`src/rtl/vga_timing_monitor.sv`:
```
// vga_timing_monitor: receive-side checker for the VGA driver's HS/VS stream.
// Measures line period, HS width, lines per frame and VS width, raises sticky
// error flags, tracks lock over consecutive clean frames and counts frames.
module vga_timing_monitor #(
   parameter int   H_VISIBLE_AREA = 800,
   parameter int   H_FRONT_PORCH  = 40,
   parameter int   H_SYNC_PULSE   = 128,
   parameter int   H_BACK_PORCH   = 88,
   parameter int   V_VISIBLE_AREA = 600,
   parameter int   V_FRONT_PORCH  = 1,
   parameter int   V_SYNC_PULSE   = 4,
   parameter int   V_BACK_PORCH   = 23,
   parameter logic HSYNC_POLARITY = 1'b1,
   parameter logic VSYNC_POLARITY = 1'b1
) (
   input  logic        VGA_CLK,
   input  logic        RESET_N,
   input  logic        VGA_HS,
   input  logic        VGA_VS,
   input  logic        CLEAR,
   output logic        LOCKED,
   output logic [3:0]  ERR,
   output logic [11:0] H_TOTAL_MEAS,
   output logic [11:0] V_TOTAL_MEAS,
   output logic [15:0] FRAME_CNT
);

   localparam logic [11:0] H_TOTAL     = 12'(H_VISIBLE_AREA + H_FRONT_PORCH + H_SYNC_PULSE + H_BACK_PORCH);
   localparam logic [11:0] V_TOTAL     = 12'(V_VISIBLE_AREA + V_FRONT_PORCH + V_SYNC_PULSE + V_BACK_PORCH);
   localparam logic [11:0] H_SYNC      = 12'(H_SYNC_PULSE);
   localparam logic [11:0] V_SYNC      = 12'(V_SYNC_PULSE);
   localparam logic [11:0] CNT_MAX     = 12'hFFF;
   localparam logic [11:0] CNT_PRE_MAX = 12'hFFE;

   typedef enum logic [1:0] {
      ST_UNLOCKED = 2'd0,
      ST_GOOD1    = 2'd1,
      ST_LOCKED   = 2'd2
   } lock_state_t;

   logic        hs_act;
   logic        vs_act;
   logic [2:0]  hs_sync;
   logic [2:0]  vs_sync;
   logic        hs_rise;
   logic        hs_fall;
   logic        vs_rise;
   logic        vs_fall;
   logic        vs_level;
   logic [11:0] h_cnt;
   logic [11:0] v_cnt;
   logic [11:0] vw_cnt;
   logic        h_armed;
   logic        v_armed;
   logic        err_since_vs;
   logic [3:0]  new_err;
   lock_state_t state;
   lock_state_t state_next;

   // Normalise polarity so that 1 always means "sync active".
   assign hs_act = ~(VGA_HS ^ HSYNC_POLARITY);
   assign vs_act = ~(VGA_VS ^ VSYNC_POLARITY);

   // Edges come from stage 2 against stage 3; stage 2 is the synchronised level.
   assign hs_rise  =  hs_sync[1] & ~hs_sync[2];
   assign hs_fall  = ~hs_sync[1] &  hs_sync[2];
   assign vs_rise  =  vs_sync[1] & ~vs_sync[2];
   assign vs_fall  = ~vs_sync[1] &  vs_sync[2];
   assign vs_level =  vs_sync[1];

   // Sync pipelines; reset fills every stage with the current pin level so no
   // spurious edge appears after reset and measurement restarts unarmed.
   always_ff @(posedge VGA_CLK) begin
      if (!RESET_N) begin
         hs_sync <= {3{hs_act}};
         vs_sync <= {3{vs_act}};
      end else begin
         hs_sync <= {hs_sync[1:0], hs_act};
         vs_sync <= {vs_sync[1:0], vs_act};
      end
   end

   // Error events of this cycle; bit order matches ERR.
   always_comb begin
      new_err    = 4'b0000;
      new_err[0] = hs_rise ? (h_armed && (h_cnt != H_TOTAL)) : (h_cnt == CNT_PRE_MAX);
      new_err[1] = hs_fall && h_armed && (h_cnt != H_SYNC);
      new_err[2] = vs_rise && v_armed && (v_cnt != V_TOTAL);
      new_err[3] = vs_fall && v_armed && (vw_cnt != V_SYNC);
   end

   // Horizontal counter, arming and line-period capture.
   always_ff @(posedge VGA_CLK) begin
      if (!RESET_N) begin
         h_cnt        <= 12'd0;
         h_armed      <= 1'b0;
         H_TOTAL_MEAS <= 12'd0;
      end else if (hs_rise) begin
         h_cnt   <= 12'd1;
         h_armed <= 1'b1;
         if (h_armed) begin
            H_TOTAL_MEAS <= h_cnt;
         end else begin
            H_TOTAL_MEAS <= H_TOTAL_MEAS;
         end
      end else if (h_cnt != CNT_MAX) begin
         h_cnt <= h_cnt + 12'd1;
      end else begin
         h_cnt <= h_cnt;
      end
   end

   // Line counter, arming, frame-length capture and frame count.
   always_ff @(posedge VGA_CLK) begin
      if (!RESET_N) begin
         v_cnt        <= 12'd0;
         v_armed      <= 1'b0;
         V_TOTAL_MEAS <= 12'd0;
         FRAME_CNT    <= 16'd0;
      end else if (vs_rise) begin
         v_cnt   <= hs_rise ? 12'd1 : 12'd0;
         v_armed <= 1'b1;
         if (v_armed) begin
            V_TOTAL_MEAS <= v_cnt;
            FRAME_CNT    <= FRAME_CNT + 16'd1;
         end else begin
            V_TOTAL_MEAS <= V_TOTAL_MEAS;
            FRAME_CNT    <= FRAME_CNT;
         end
      end else if (hs_rise && (v_cnt != CNT_MAX)) begin
         v_cnt <= v_cnt + 12'd1;
      end else begin
         v_cnt <= v_cnt;
      end
   end

   // VS width in lines: HS edges seen while VS is active, restarted at VS end.
   always_ff @(posedge VGA_CLK) begin
      if (!RESET_N) begin
         vw_cnt <= 12'd0;
      end else if (vs_fall) begin
         vw_cnt <= 12'd0;
      end else if (hs_rise && vs_level && (vw_cnt != CNT_MAX)) begin
         vw_cnt <= vw_cnt + 12'd1;
      end else begin
         vw_cnt <= vw_cnt;
      end
   end

   // Sticky error flags; a new error wins over a simultaneous CLEAR.
   always_ff @(posedge VGA_CLK) begin
      if (!RESET_N) begin
         ERR <= 4'b0000;
      end else begin
         ERR <= (CLEAR ? 4'b0000 : ERR) | new_err;
      end
   end

   // Remembers whether any error occurred since the last VS asserting edge.
   always_ff @(posedge VGA_CLK) begin
      if (!RESET_N) begin
         err_since_vs <= 1'b0;
      end else if (vs_rise) begin
         err_since_vs <= 1'b0;
      end else if (|new_err) begin
         err_since_vs <= 1'b1;
      end else begin
         err_since_vs <= err_since_vs;
      end
   end

   // Lock next-state: advance on clean armed frames, drop on any error.
   always_comb begin
      state_next = state;
      if (vs_rise && v_armed) begin
         if (err_since_vs || (|new_err)) begin
            state_next = ST_UNLOCKED;
         end else begin
            case (state)
               ST_UNLOCKED: state_next = ST_GOOD1;
               ST_GOOD1:    state_next = ST_LOCKED;
               ST_LOCKED:   state_next = ST_LOCKED;
               default:     state_next = ST_UNLOCKED;
            endcase
         end
      end else if (|new_err) begin
         state_next = ST_UNLOCKED;
      end else begin
         state_next = state;
      end
   end

   // Lock state register and registered LOCKED output.
   always_ff @(posedge VGA_CLK) begin
      if (!RESET_N) begin
         state  <= ST_UNLOCKED;
         LOCKED <= 1'b0;
      end else begin
         state  <= state_next;
         LOCKED <= (state_next == ST_LOCKED);
      end
   end

endmodule

```
`config.mk`:
```
export PLATFORM = sky130hd
export DESIGN_NAME = vga_timing_monitor
export DESIGN_NICKNAME = d
export VERILOG_FILES = /design/src/rtl/vga_timing_monitor.sv
export SDC_FILE = /design/constraint.sdc
export NUM_CORES = 1
export LEC_CHECK = 0
export ABC_CLOCK_PERIOD_IN_PS = 2500
export CORE_MARGIN = 3
export CORE_UTILIZATION = 25
export DETAILED_ROUTE_END_ITERATION = 10
export PLACE_DENSITY_LB_ADDON = 0.2
export SLEW_MARGIN = 20
export SYNTH_ARGS = -nofsm -noshare
export SYNTH_HDL_FRONTEND = slang
export SYNTH_SLANG_ARGS = --single-unit
```
`constraint.sdc`:
```
create_clock -name VGA_CLK -period 2.5 [get_ports VGA_CLK]
set_input_delay 0.375 -clock VGA_CLK [delete_from_list [all_inputs] [get_ports VGA_CLK]]
set_output_delay 0.375 -clock VGA_CLK [all_outputs]
set_load 0.01 [all_outputs]
```
* Word level (Yosys, flattened, before mapping) *
Cells that the tools add are included.

word-level totals
  bits in registers = 92
  latch bits = 0
  bits in writable memories = 0
  ROM bits = 0
  bits of input ports = 5
  output and inout bits = 45
  memories = 0

operators by class
  add/subtract/negate cells = 4
  multipliers = 0
  divide/modulo/power cells = 0
  $lt $le $gt $ge = 0
  equal/unequal tests = 11
  shift-type cells = 0
  multiplexer cells = 13
  bitwise operators = 10
  reduce and logical (&&, ||, !) cells = 21

operators by type and width
  kind                   number
  $add 12x1->12 const B  3
  $ne 12x12->1 const B   3
  $mux 12                2
  $add 16x1->16 const B  1
  $eq 12x12->1 const B   1
  $ne 12x10->1 const B   1
  $ne 12x11->1 const B   1
  $ne 12x3->1 const B    1
  $ne 12x8->1 const B    1
  $logic_and 1x1->1      10
  $reduce_or 2->1        4
  $mux 2                 3
  $mux 3                 2
  $not 1->1              5
  $and 1x1->1            4
  $eq 2x2->1 const B     2
  $mux 1                 4
  $mux 4                 1
  $or 4x4->4             1
  $pmux 2 s2             1
  $reduce_and 2->1       2
  $reduce_bool 2->1      2
  $reduce_or 4->1        1
  $eq 2x1->1 const B     1
  other kinds (2)        2

* Logic depth before layout (Yosys ltp) *
  depth in word-level cells = 9
  gate-level depth with buffers = 6

* Least setup slack after synthesis *
OpenSTA, ideal clock, no wires.

  path type = reg-to-reg
  from = register h_cnt[0]
  to = register err_since_vs
  library setup time = 0.122 ns
  arrival = 1.779 ns
  data required time = 2.378 ns
  setup slack = 0.599 ns
  cell stages (with the launch flop) = 7
  path buffers = 0
  clock period less this slack = 1.901 ns
  path through = dfxtp_1 inv_1 ha_1 or4b_4 o31ai_4 nand4_4 o311a_1

on the way
  longest elaborated chain between the ends = 4

RTL lines
  element                   RTL line  RTL
  start: declaration        50        logic [11:0] h_cnt;
  start signal: assignment  107       h_cnt <= h_cnt + 12'd1;
  start signal: assignment  109       h_cnt <= h_cnt;
  $ne 12x11->1              86        new_err[0] = hs_rise ? (h_armed && (h_cnt != H_TOTAL)) : (h_cnt == CNT_PRE_MAX);
  $logic_and 1x1->1         86
  $mux 1                    86
  $reduce_or 4->1 *         165       end else if (|new_err) begin
  end signal: assignment    168       err_since_vs <= err_since_vs;
  end: declaration          55        logic err_since_vs;

Every way passes the cells marked *; elsewhere a longest branch is shown, timed or not.
A chain may end at the register's enable or synchronous reset.

* Worst setup path after layout *
Ends and elaborated chain as after synthesis.

==> metrics.cfg <==
[outcome]
status=completed

[timing]
slew_violations=0
fmax_mhz=481.7
period_needed_ns=2.076
relSlewSlack_pct=45.72
finalCritPeriodShare_pct=83.03
setup_tns_ns=0
finalSetupViolations=0
fin_skew_ns=0.009751
hold_viol=0
rsz0062_at_grt=no
worstMarginPinSlew_ns=0.8080

[yosys]
ys_types=53
yosysSeqAreaShare_pct=44.01
async_flop_share_pct=0
synth_cells=485
synth.cell_area_mm2=0.004185
synth_area_per_cell_um2=8.629
synth.net_count=499
yosys_warnings=0
synth_top_flop_cell=dfxtp_1
ys_ff_latch=92
synth_enable_flop_cells=0

[worst_setup_path]
end_kind=flip-flop
crit_type=reg -> reg
reg2reg_to=err_since_vs
required_ns=2.73
cp-endpoint=err_since_vs
cp_max_fo=6
cp-start-kind=flip-flop
worstRegToRegCells=6
arrival_ns=2.31
r2r-start=h_cnt[0]
critPathLaunch=h_cnt[0]
r2r_slack_ns=0.42

[finish]
layout_commonest_cell=dfxtp_1
nets=547
synthToLayoutAreaGrowth_pct=24.45
diodes=0
seq_area_mm2=0.001842
multiInputGateArea_mm2=0.002185
final_util_pct=32.32
final_area_mm2=0.005209
mostFrequentLayoutCells=dfxtp_1, nand2_1, a21oi_1
drive_gt1_share_pct=6.134
fill_cells=1728

[placed_design]
numPortBuffers=49
dpl_cell_area_mm2=0.004916
gp_congestion=0.8666
dp_hpwl_um=7426

[die]
die_height_um=135.4
die_area_mm2=0.01833
rows=46
core_mm2=0.01612
ios=50
die_w_um=135.4
initial_utilization_pct=25.97

[grt]
grt_max_degree=32
antenna_found_initial=0
globalRouteOverflowTotal=0
grt_pass1_vias=3615
track_usage_pct=11.97
grt_pass1_wl_um=17750

[cts]
path_clk_slew_ns=0.07
post_cts_buffers=0
cts_max_level=3
clock-sinks=92
cts_hold_buf=0
clk_path_buf_depth=2
cts_tree=done
cts_resized=0
cts_buffers=9
cts_root_buffer=clkbuf_16
clk_latency_ns=0.35

[drt]
drtIter0Drc=219
vias_per_cell=4.879
routed_wl_um=10420
drc=0
drt_pass1_iterations=4
vias=3679
antenna_left=0
drt-wirelength-per-cell_um=13.82

[job]
cap_violations=0

[pwr]
ir_drop_v=0.0003193
p_leak_uw=0.001646
power_density_mw_per_mm2=585.4

[min_path]
hp-class=reg -> reg

-- cell type report --
| type | count | share of cell area, % |
|---|---|---|
| clock buffer | 11 | 4.468 |
| clock inverter | 5 | 1.153 |
| inverter | 15 | 1.081 |
| multi-input combinational | 358 | 41.94 |
| sequential | 92 | 35.36 |
| tap | 216 | 5.189 |
| timing repair buffer | 57 | 10.81 |
-- kinds of logic after synthesis --
group,after synthesis,share of synthesized area (%)
and+or+nand+nor,219,28.49
muxes,2,0.4783
xor gates and xnor gates,12,2.511
adders and majority gates,9,2.691
buffers and inverters,35,3.796
AOI/OAI and AO/OA,116,18.03
DFF,92,44.01
-- worst min path at each step --
stage,to,slack [ns],cells past startpoint,startpoint
2_1_floorplan,vs_sync[1],0.40,2,vs_sync[0]
5_1_grt,vs_sync[1],0.47,2,vs_sync[0]
3_5_place_dp,vs_sync[1],0.41,2,vs_sync[0]
3_3_place_gp,hs_sync[1],0.41,2,hs_sync[0]
4_1_cts,vs_sync[1],0.43,2,vs_sync[0]
6_report,vs_sync[1],0.43,2,vs_sync[0]
-- critical path, stage by stage (launching register included) --
cell and delay [ns]:
dfxtp_1 0.36, inv_1 0.14, ha_1 0.15, or4b_4 0.47
nor4_1 0.30, nor3_1 0.19, o311a_1 0.36
-- synthesized netlist by cell type, drive strengths merged, types with 9 or more instances --
library cell,number,area [µm²]
or4,21,161.4
nand2,83,311.6
buf,11,68.81
o21ai,14,70.07
clkbuf,9,33.78
nor2,18,67.56
inv,15,56.30
nand4,16,115.1
dfxtp,92,1842
o31ai,20,168.9
a21oi,60,300.3
or3,17,106.4
ha,9,112.6
nand3,17,85.08
xor2,9,78.83
-- stage by stage --
step                      setup WS (ns)  std cells  hold slack, ns  power (µW)
after CTS                        0.4320        754          0.4327        3121
after floorplan                  0.5994        485          0.3991        1653
after detailed placement         0.4535        738          0.4145        1719
after global routing             0.2640        754          0.4655        3187
final                            0.4241        754          0.4252        3049
after global placement           0.5048        738          0.4076        1716
-- metal layers --
layer / vias to the layer above / share of wire, % / wire length, µm / track usage, %
li1: 1876 / - / - / -
met1: 1723 / 49 / 5096 / 15.72
met2: 63 / 45 / 4671 / 18.69
met3: 17 / 4.0 / 415 / 3.306
met4: 0 / 2.3 / 235 / 4.647
met5: - / 0 / 0 / 0
-- flip-flops by register name (all words and copies together), names as in the netlist, 4 cells and up --
register / flops
vw_cnt: 12
h_cnt: 12
FRAME_CNT: 16
H_TOTAL_MEAS: 12
ERR: 4
V_TOTAL_MEAS: 12
v_cnt: 12
-- power by group --
group          leakage [µW]  internal (µW)  total, µW  switching, µW
clock network      0.000141            781       1370            585
logic              0.000761           63.7        163           99.6
registers          0.000745           1490       1520           30.9
total               0.00165           2330       3050            716
Power figures use the tool's default switching activity.
